$ cat src/rtl/decim_pkg.sv
// decim_pkg: shared constants, output sample type and shift helper for decim30_iq
package decim_pkg;
   localparam int DECIM_IN_W = 62;
   localparam int DECIM_OUT_W = 32;
   localparam int DECIM_FACTOR = 30;
   typedef struct packed {
      logic signed [DECIM_OUT_W-1:0] re;
      logic signed [DECIM_OUT_W-1:0] im;
   } iq_out_t;
   function automatic int shift_of(input int in_w, input int out_w);
      return in_w - out_w;
   endfunction
endpackage

$ cat src/rtl/decim30_iq_if.sv
// decim30_iq_if: input sample stream and decimated valid/ready output stream
interface decim30_iq_if import decim_pkg::*; #(
   parameter int IN_W = DECIM_IN_W,
   parameter int OUT_W = DECIM_OUT_W
);
   logic in_valid;
   logic phase_sync;
   logic signed [IN_W-1:0] in_real;
   logic signed [IN_W-1:0] in_imag;
   logic out_valid;
   logic out_ready;
   logic signed [OUT_W-1:0] out_real;
   logic signed [OUT_W-1:0] out_imag;
   modport slave (
      input in_valid, phase_sync, in_real, in_imag, out_ready,
      output out_valid, out_real, out_imag
   );
   modport master (
      output in_valid, phase_sync, in_real, in_imag, out_ready,
      input out_valid, out_real, out_imag
   );
endinterface

$ cat src/rtl/decim_fifo2.sv
// decim_fifo2: 2-entry FIFO, head in e0; head reads 0 when empty
module decim_fifo2 #(
   parameter int W = 8
) (
   input  logic         clk,
   input  logic         reset,
   input  logic         push,
   input  logic         pop,
   input  logic [W-1:0] din,
   output logic         full,
   output logic         empty,
   output logic [W-1:0] head
);
   logic [W-1:0] e0, e1;
   logic [1:0] cnt;
   logic do_pop, do_push, wr1;
   assign full = cnt == 2'd2;
   assign empty = cnt == 2'd0;
   assign head = empty ? '0 : e0;
   assign do_pop = pop && !empty;
   assign do_push = push && (!full || do_pop);
   assign wr1 = do_push && (do_pop ? full : cnt == 2'd1);
   // shift on pop, write new data into the first free slot after the pop
   always_ff @(posedge clk or negedge reset) begin
      if (!reset) begin
         cnt <= 2'd0;
         e0 <= '0;
         e1 <= '0;
      end else begin
         if (do_pop) e0 <= full ? e1 : din;
         else if (do_push && empty) e0 <= din;
         if (wr1) e1 <= din;
         cnt <= cnt + 2'(do_push) - 2'(do_pop);
      end
   end
endmodule

$ cat src/rtl/decim30_iq.sv
// decim30_iq: complex decimate-by-DECIM with narrowing to OUT_W and 2-entry output FIFO
// Optional rounding with saturation when DECIM30_IQ_ROUND_EN is defined.
module decim30_iq import decim_pkg::*; #(
   parameter int IN_W = DECIM_IN_W,
   parameter int OUT_W = DECIM_OUT_W,
   parameter int DECIM = DECIM_FACTOR,
   parameter int PHASE = 0
) (
   input  logic           clk,
   input  logic           reset,
   decim30_iq_if.slave    s,
   output logic           drop_sticky
);
   localparam int SH = shift_of(IN_W, OUT_W);
   localparam int IW = $clog2(DECIM);
   typedef logic [IW-1:0] idx_t;
   localparam idx_t LAST = idx_t'(DECIM - 1);
   localparam idx_t PH = idx_t'(PHASE);
`ifdef DECIM30_IQ_ROUND_EN
   localparam logic [IN_W:0] HALF = (IN_W + 1)'(1) << (SH - 1);
   function automatic logic [OUT_W-1:0] narrow(input logic [IN_W-1:0] x);
      logic [IN_W:0] sum;
      sum = {x[IN_W-1], x} + HALF;
      return sum[IN_W:IN_W-1] == 2'b01 ? {1'b0, {(OUT_W - 1){1'b1}}} : sum[IN_W-1:SH];
   endfunction
`else
   function automatic logic [OUT_W-1:0] narrow(input logic [IN_W-1:0] x);
      return x[IN_W-1:SH];
   endfunction
`endif
   logic [1:0] sync;
   logic rst_n;
   idx_t idx, eff;
   logic keep, st_v, pop, full, empty;
   logic [2*OUT_W-1:0] st_d, head;
   assign rst_n = sync[1];
   assign eff = s.phase_sync ? '0 : idx;
   assign keep = s.in_valid && eff == PH;
   assign pop = !empty && s.out_ready;
   assign s.out_valid = !empty;
   assign {s.out_real, s.out_imag} = head;
   // assert immediately, release two edges after the external reset lifts
   always_ff @(posedge clk or negedge reset) begin
      if (!reset) sync <= 2'b00;
      else sync <= {sync[0], 1'b1};
   end
   // phase counter restarts at the effective index of each valid input
   always_ff @(posedge clk or negedge rst_n) begin
      if (!rst_n) idx <= '0;
      else if (s.in_valid) idx <= eff == LAST ? '0 : eff + 1'b1;
   end
   // narrowing register between the kept sample and the FIFO write
   always_ff @(posedge clk or negedge rst_n) begin
      if (!rst_n) begin
         st_v <= 1'b0;
         st_d <= '0;
      end else begin
         st_v <= keep;
         if (keep) st_d <= {narrow(s.in_real), narrow(s.in_imag)};
      end
   end
   // a write into a full FIFO with no simultaneous pop is lost and remembered
   always_ff @(posedge clk or negedge rst_n) begin
      if (!rst_n) drop_sticky <= 1'b0;
      else if (st_v && full && !pop) drop_sticky <= 1'b1;
   end
   decim_fifo2 #(.W(2 * OUT_W)) u_fifo (
      .clk(clk),
      .reset(rst_n),
      .push(st_v),
      .pop(pop),
      .din(st_d),
      .full(full),
      .empty(empty),
      .head(head)
   );
endmodule

$ cat src/flat_wrapper.sv
// flat-port wrapper written by rule: the top's interface ports become plain ports
module decim30_iq_flat import decim_pkg::*;
#(
   parameter int IN_W = DECIM_IN_W,
   parameter int OUT_W = DECIM_OUT_W,
   parameter int DECIM = DECIM_FACTOR,
   parameter int PHASE = 0
)
  (clk, reset, drop_sticky, s_in_valid, s_phase_sync, s_in_real, s_in_imag, s_out_ready, s_out_valid, s_out_real, s_out_imag);
  decim30_iq_if #(.IN_W(IN_W), .OUT_W(OUT_W)) s_i ();
  input  logic clk;
  input  logic reset;
  output logic drop_sticky;
  input wire logic [$bits(s_i.in_valid)-1:0] s_in_valid;
  input wire logic [$bits(s_i.phase_sync)-1:0] s_phase_sync;
  input wire logic [$bits(s_i.in_real)-1:0] s_in_real;
  input wire logic [$bits(s_i.in_imag)-1:0] s_in_imag;
  input wire logic [$bits(s_i.out_ready)-1:0] s_out_ready;
  output wire logic [$bits(s_i.out_valid)-1:0] s_out_valid;
  output wire logic [$bits(s_i.out_real)-1:0] s_out_real;
  output wire logic [$bits(s_i.out_imag)-1:0] s_out_imag;
  assign s_i.in_valid = s_in_valid;
  assign s_i.phase_sync = s_phase_sync;
  assign s_i.in_real = s_in_real;
  assign s_i.in_imag = s_in_imag;
  assign s_i.out_ready = s_out_ready;
  assign s_out_valid = s_i.out_valid;
  assign s_out_real = s_i.out_real;
  assign s_out_imag = s_i.out_imag;
  decim30_iq #(.IN_W(IN_W), .OUT_W(OUT_W), .DECIM(DECIM), .PHASE(PHASE)) u_core (.clk(clk), .reset(reset), .s(s_i), .drop_sticky(drop_sticky));
endmodule
$ cat config.mk
export PLATFORM = sky130hd
export DESIGN_NAME = decim30_iq_flat
export DESIGN_NICKNAME = d
export VERILOG_FILES = /design/src/rtl/decim_pkg.sv /design/src/rtl/decim30_iq_if.sv /design/src/rtl/decim_fifo2.sv /design/src/rtl/decim30_iq.sv /design/src/flat_wrapper.sv
export SDC_FILE = /design/constraint.sdc
export NUM_CORES = 1
export LEC_CHECK = 0
export CORE_MARGIN = 1.5
export CORE_UTILIZATION = 55
export CTS_CLUSTER_SIZE = 30
export DETAILED_ROUTE_END_ITERATION = 10
export PLACE_DENSITY = 0.89
export RECOVER_POWER = 25
export SYNTH_ARGS = -nofsm -noshare
export SYNTH_HDL_FRONTEND = slang
export SYNTH_SLANG_ARGS = --single-unit
$ cat constraint.sdc
create_clock -name clk -period 19.1 [get_ports clk]
set_clock_uncertainty 0.15 [all_clocks]
set_input_delay 3.82 -clock clk [delete_from_list [all_inputs] [get_ports clk]]
set_output_delay 3.82 -clock clk [all_outputs]
set_load 0.1 [all_outputs]
Word-level counts from Yosys, hierarchy flattened. Cells that the tools add are included.

Register bits: 203.

Add/sub/neg operators: 3. Eq/ne operators: 3. Multiplexer cells: 7. Reduce and logical (&&, ||, !) cells: 15.

Operators by type and width (number): two-way mux 64 bit (4); two-way mux 5 bit (2); logical AND 1 bit (8); adder 5 x 1 -> 5 bit, second input constant (1); == test 5 bit, second input constant (1); zero test 5 bit (1); zero test 1 bit (3); adder 2 x 1 -> 2 bit (1); == test 2 x 1 -> 1 bit, second input constant (1); == test 2 bit, second input constant (1); zero test 2 bit (1); nonzero test 2 bit (1); subtractor 2 x 1 -> 2 bit (1); logical OR 1 bit (1); two-way mux 1 bit (1).

Logic depth before layout (Yosys ltp).
Word-level depth: 9. Depth in mapped cells: 6.

By module. Synthesis repeated with hierarchy kept, for this count alone.

Cell total of the unflattened synthesis: 604. Area total of the unflattened synthesis: 9226.3 um^2.

By module, submodules not included: decim_fifo2 (times used 1, cells each 430, area an instance 6422.4 um^2, sequential area each 3253.1 um^2); decim30_iq (times used 1, cells each 174, area an instance 2803.9 um^2, sequential area each 1826.8 um^2).

Least setup slack after synthesis. No wires, ideal clock.

Path type: reg2out. Start point: reg u_core.u_fifo.cnt[1]. End point: out s_out_real[22]. Arrival: 2.419 ns. Path slack: 12.711 ns. Stages on the path, launching flop included: 4. Buffers on the path: 1. Path through: dfrtp_1 -> or2_1 -> clkbuf_1 -> and2_1.

Cells in the longest elaborated chain, start to end: 2.

RTL lines: start: declaration (line decim_fifo2.sv:15) `logic [1:0] cnt;`; start signal: assignment (line decim_fifo2.sv:33) `cnt <= cnt + 2'(do_push) - 2'(do_pop);`; zero test 2 bit (line decim_fifo2.sv:18) `assign empty = cnt == 2'd0;`; two-way mux 64 bit (line decim_fifo2.sv:19) `assign head = empty ? '0 : e0;`; end: declaration (line flat_wrapper.sv:20) `output wire logic [$bits(s_i.out_real)-1:0] s_out_real;`.

No other way between the ends.

Worst setup path in the final report.
Start point: reg u_core.u_fifo.cnt[0]. End point: out s_out_imag[19].

Cells in the longest elaborated chain, start to end: 2.

RTL lines: zero test 2 bit (line decim_fifo2.sv:18); two-way mux 64 bit (line decim_fifo2.sv:19); end: declaration (line flat_wrapper.sv:21) `output wire logic [$bits(s_i.out_imag)-1:0] s_out_imag;`.

No other way between the ends.

==> impl_metrics.csv <==
group,metric,value,unit
clocking,path_clk_slew,0.06,ns
clocking,clockBufferDepth,3,
detailed_routing,first_iter_violations,164,
synthesis,synth_seq_area_share,55.1,%
placement,gp_congestion,0.767,
global_route,grt_usage,22.2,%
layout,area_growth,24.9,%
clocking,postCtsHoldBufs,0,
worst_setup_path,crit_slowest_cell,"clkdlybuf4s50_1",
worst_setup_path,path_buf_inv,1,
worst_setup_path,slowest_delay,1.17,ns
hold_path,hold_path.class,"reg2reg",
global_route,grt_pass1_vias,6090,
floorplanning,fp.dieH,133,um
clocking,clock_latency,0.49,ns
worst_setup_path,worstSetupPathType,"reg2out",
clocking,cts.sinks,203,
timing,max_freq,0.136,GHz
timing,period_needed,7.33,ns
detailed_routing,wl_per_cell,19.3,um
timing,setup_viol,0,
synthesis,ys_ff_latch,203,
worst_setup_path,rr_worst_depth,1,
clocking,numCtsBuffers,22,
timing,final_hold_viol_count,0,
clocking,cts_root_buf,"clkbuf_16",
worst_setup_path,arrival,3.36,ns
worst_setup_path,r2r_end,"u_core.u_fifo.e1[52]",
detailed_routing,wirelength,18.8,mm
global_route,grt_pass1_wl,31.4,mm
floorplanning,dieArea,17600,um2
status,violations,"max-capacitance violations, max-slew violations",
synthesis,synth_nets,744,
detailed_routing,avgViaCountPerCell,5.46,
run,cap_violations,2,
floorplanning,start_util,56.0,%
worst_setup_path,path_depth,3,
worst_setup_path,crit_chain,"or2_2 > and2_1 > clkdlybuf4s50_1",
worst_setup_path,reg2reg_slack,13.75,ns
synthesis,synth_cell_types,34,
worst_setup_path,crit_start,"u_core.u_fifo.cnt[0]",
timing,tightest_slew,3.56,ns
detailed_routing,drc_errors,0,
placement,dp_hpwl,11.2,mm
worst_setup_path,path_max_fanout,66,
timing,relSlewSlack,-138,%
synthesis,yosysWarnings,0,
status,status,"complete, but fails checks",
timing,rsz0062_at_grt,"no",
worst_setup_path,startpoint_type,"register",
synthesis,synth_top_flop_cell,"dfrtp_1",
worst_setup_path,worst_setup_path_end_kind,"output port",
layout,drive_above_1_share,39.9,%
worst_setup_path,critPathCapture,"s_out_imag[19]",
synthesis,avgSynthCellArea,15.1,um2
clocking,post_cts.repair.setup_buffers,0,
timing,post-route-period-util,38.4,%
detailed_routing,antenna_left,0,
placement,port_buffers,134,
worst_setup_path,cp.required,15.13,ns
detailed_routing,vias,5321,
global_route,grt_overflow,0,
layout,finalNetCount,872,
timing,setup_tns,0,ns
global_route,grt_antenna_before_repair,0,
floorplanning,io_pins,195,
global_route,grt_max_degree,79,
clocking,post_cts_resized,0,
synthesis,synth_cells,611,
worst_setup_path,r2r_start,"u_core.sync[1]",
worst_setup_path,critPathTopFamily,"simple AND/OR/NAND/NOR gates",
hold_path,hold_start,"u_core.sync[0]",
timing,slew_violations,127,
clocking,h-tree-depth,1,
detailed_routing,first_pass_iters,4,
synthesis,syn_area,9230,um2
floorplanning,core_area,16500,um2
synthesis,synthArstFlopShare,100,%
layout,diodes,0,
synthesis,synth_edf_count,0,
hold_path,hold_depth,0,
clocking,cts_tree,"done",
floorplanning,die_w,133,um
floorplanning,rows,47,
area by class of cell:
cell class | instances | area [um2]
Fill cell | 1064 | 4940
Multi-Input combinational cell | 367 | 3880
Clock inverter | 14 | 278
Timing Repair Buffer | 140 | 1380
Inverter | 5 | 18.8
Sequential cell | 203 | 5080
Clock buffer | 26 | 617
Tap cell | 220 | 275
cells in the mapped netlist (2+ instances only):
master	n	area [um2]
nand2_1	4	15.0
buf_6	14	158
ha_1	4	50.1
and2_1	64	400
nor2b_1	2	12.5
mux2_2	182	2050
nor4bb_1	2	20.0
o21ai_0	2	10.0
inv_1	5	18.8
mux2_1	4	45.0
nand3b_1	3	22.5
o211ai_1	2	15.0
mux2_4	71	1070
nand2b_1	4	25.0
dfrtp_1	203	5080
buf_2	14	70.1
nor2_1	4	15.0
a21oi_1	4	20.0
clkbuf_1	8	30.0
per-stage QoR:
| stage | cells | util, % | worst slack [ns] | area (um2) | hold WS (ns) |
|---|---|---|---|---|---|
| 2_1_floorplan | 611 | - | 12.71 | 9230 | 0.181 |
| 3_3_place_gp | 935 | 64.6 | 12.33 | 10600 | 0.187 |
| 3_5_place_dp | 935 | 64.6 | 12.26 | 10600 | 0.201 |
| 4_1_cts | 975 | 70.1 | 11.70 | 11500 | 0.214 |
| 5_1_grt | 975 | 70.0 | 11.60 | 11500 | 0.227 |
| 6_report | 975 | 70.0 | 11.77 | 11500 | 0.207 |
sequential cells by signal, summed over array words and instances, names as in the netlist:
signal              cells
u_core.drop_sticky      1
u_core.idx              5
u_core.st_d            64
u_core.st_v             1
u_core.sync             2
u_core.u_fifo.cnt       2
u_core.u_fifo.e0       64
u_core.u_fifo.e1       64
layer usage:
layer  track usage, %  part of all wire (%)  wire length, um
met1             27.4                    42             7940
met2             40.1                    52             9790
met3             2.99                   3.6              669
met4             7.51                   2.3              442
met5                0                     0                0
layout by cell type (no fill, tap or decap), drive strengths merged:
cell type / count
mux2: 257
dfrtp: 203
clkdlybuf4s50: 134
and2: 64
clkbuf: 27
bufinv: 8
inv: 5
buf: 5
nand2b: 4
nand2: 4
nor2: 4
a21oi: 4
ha: 4
nand3b: 3
clkinvlp: 3
clkinv: 3
nor4bb: 2
or2: 2
o211ai: 2
nor2b: 2
o21ai: 2
xor2: 1
xnor2: 1
nor3: 1
or3b: 1
a21bo: 1
and3: 1
nand4: 1
a31oi: 1
nand4b: 1
o221ai: 1
or3: 1
nand3: 1
conb: 1
cell families (layout without fill, tap and decap cells):
logic type	after synthesis	count (layout)	synth area share, %
AOI/OAI and AO/OA	11	11	0.759
xor gates and xnor gates	2	2	0.190
adders and majority gates	4	4	0.542
buffers and inverters	41	185	3.00
DFF	203	203	55.1
muxes	257	257	34.3
other	1	1	0.0406
and+or+nand+nor	92	92	6.17
worst min-delay path by stage:
stage	slack [ns]	to
global route	0.23	u_core.sync[1]
floorplan	0.18	u_core.sync[1]
finish	0.21	u_core.sync[1]
CTS	0.21	u_core.sync[1]
detailed placement	0.20	u_core.sync[1]
global placement	0.19	u_core.sync[1]
Power is left out: the tool's default activity adds up to more than one toggle a clock period on the data nets, which glitch-free logic cannot reach.
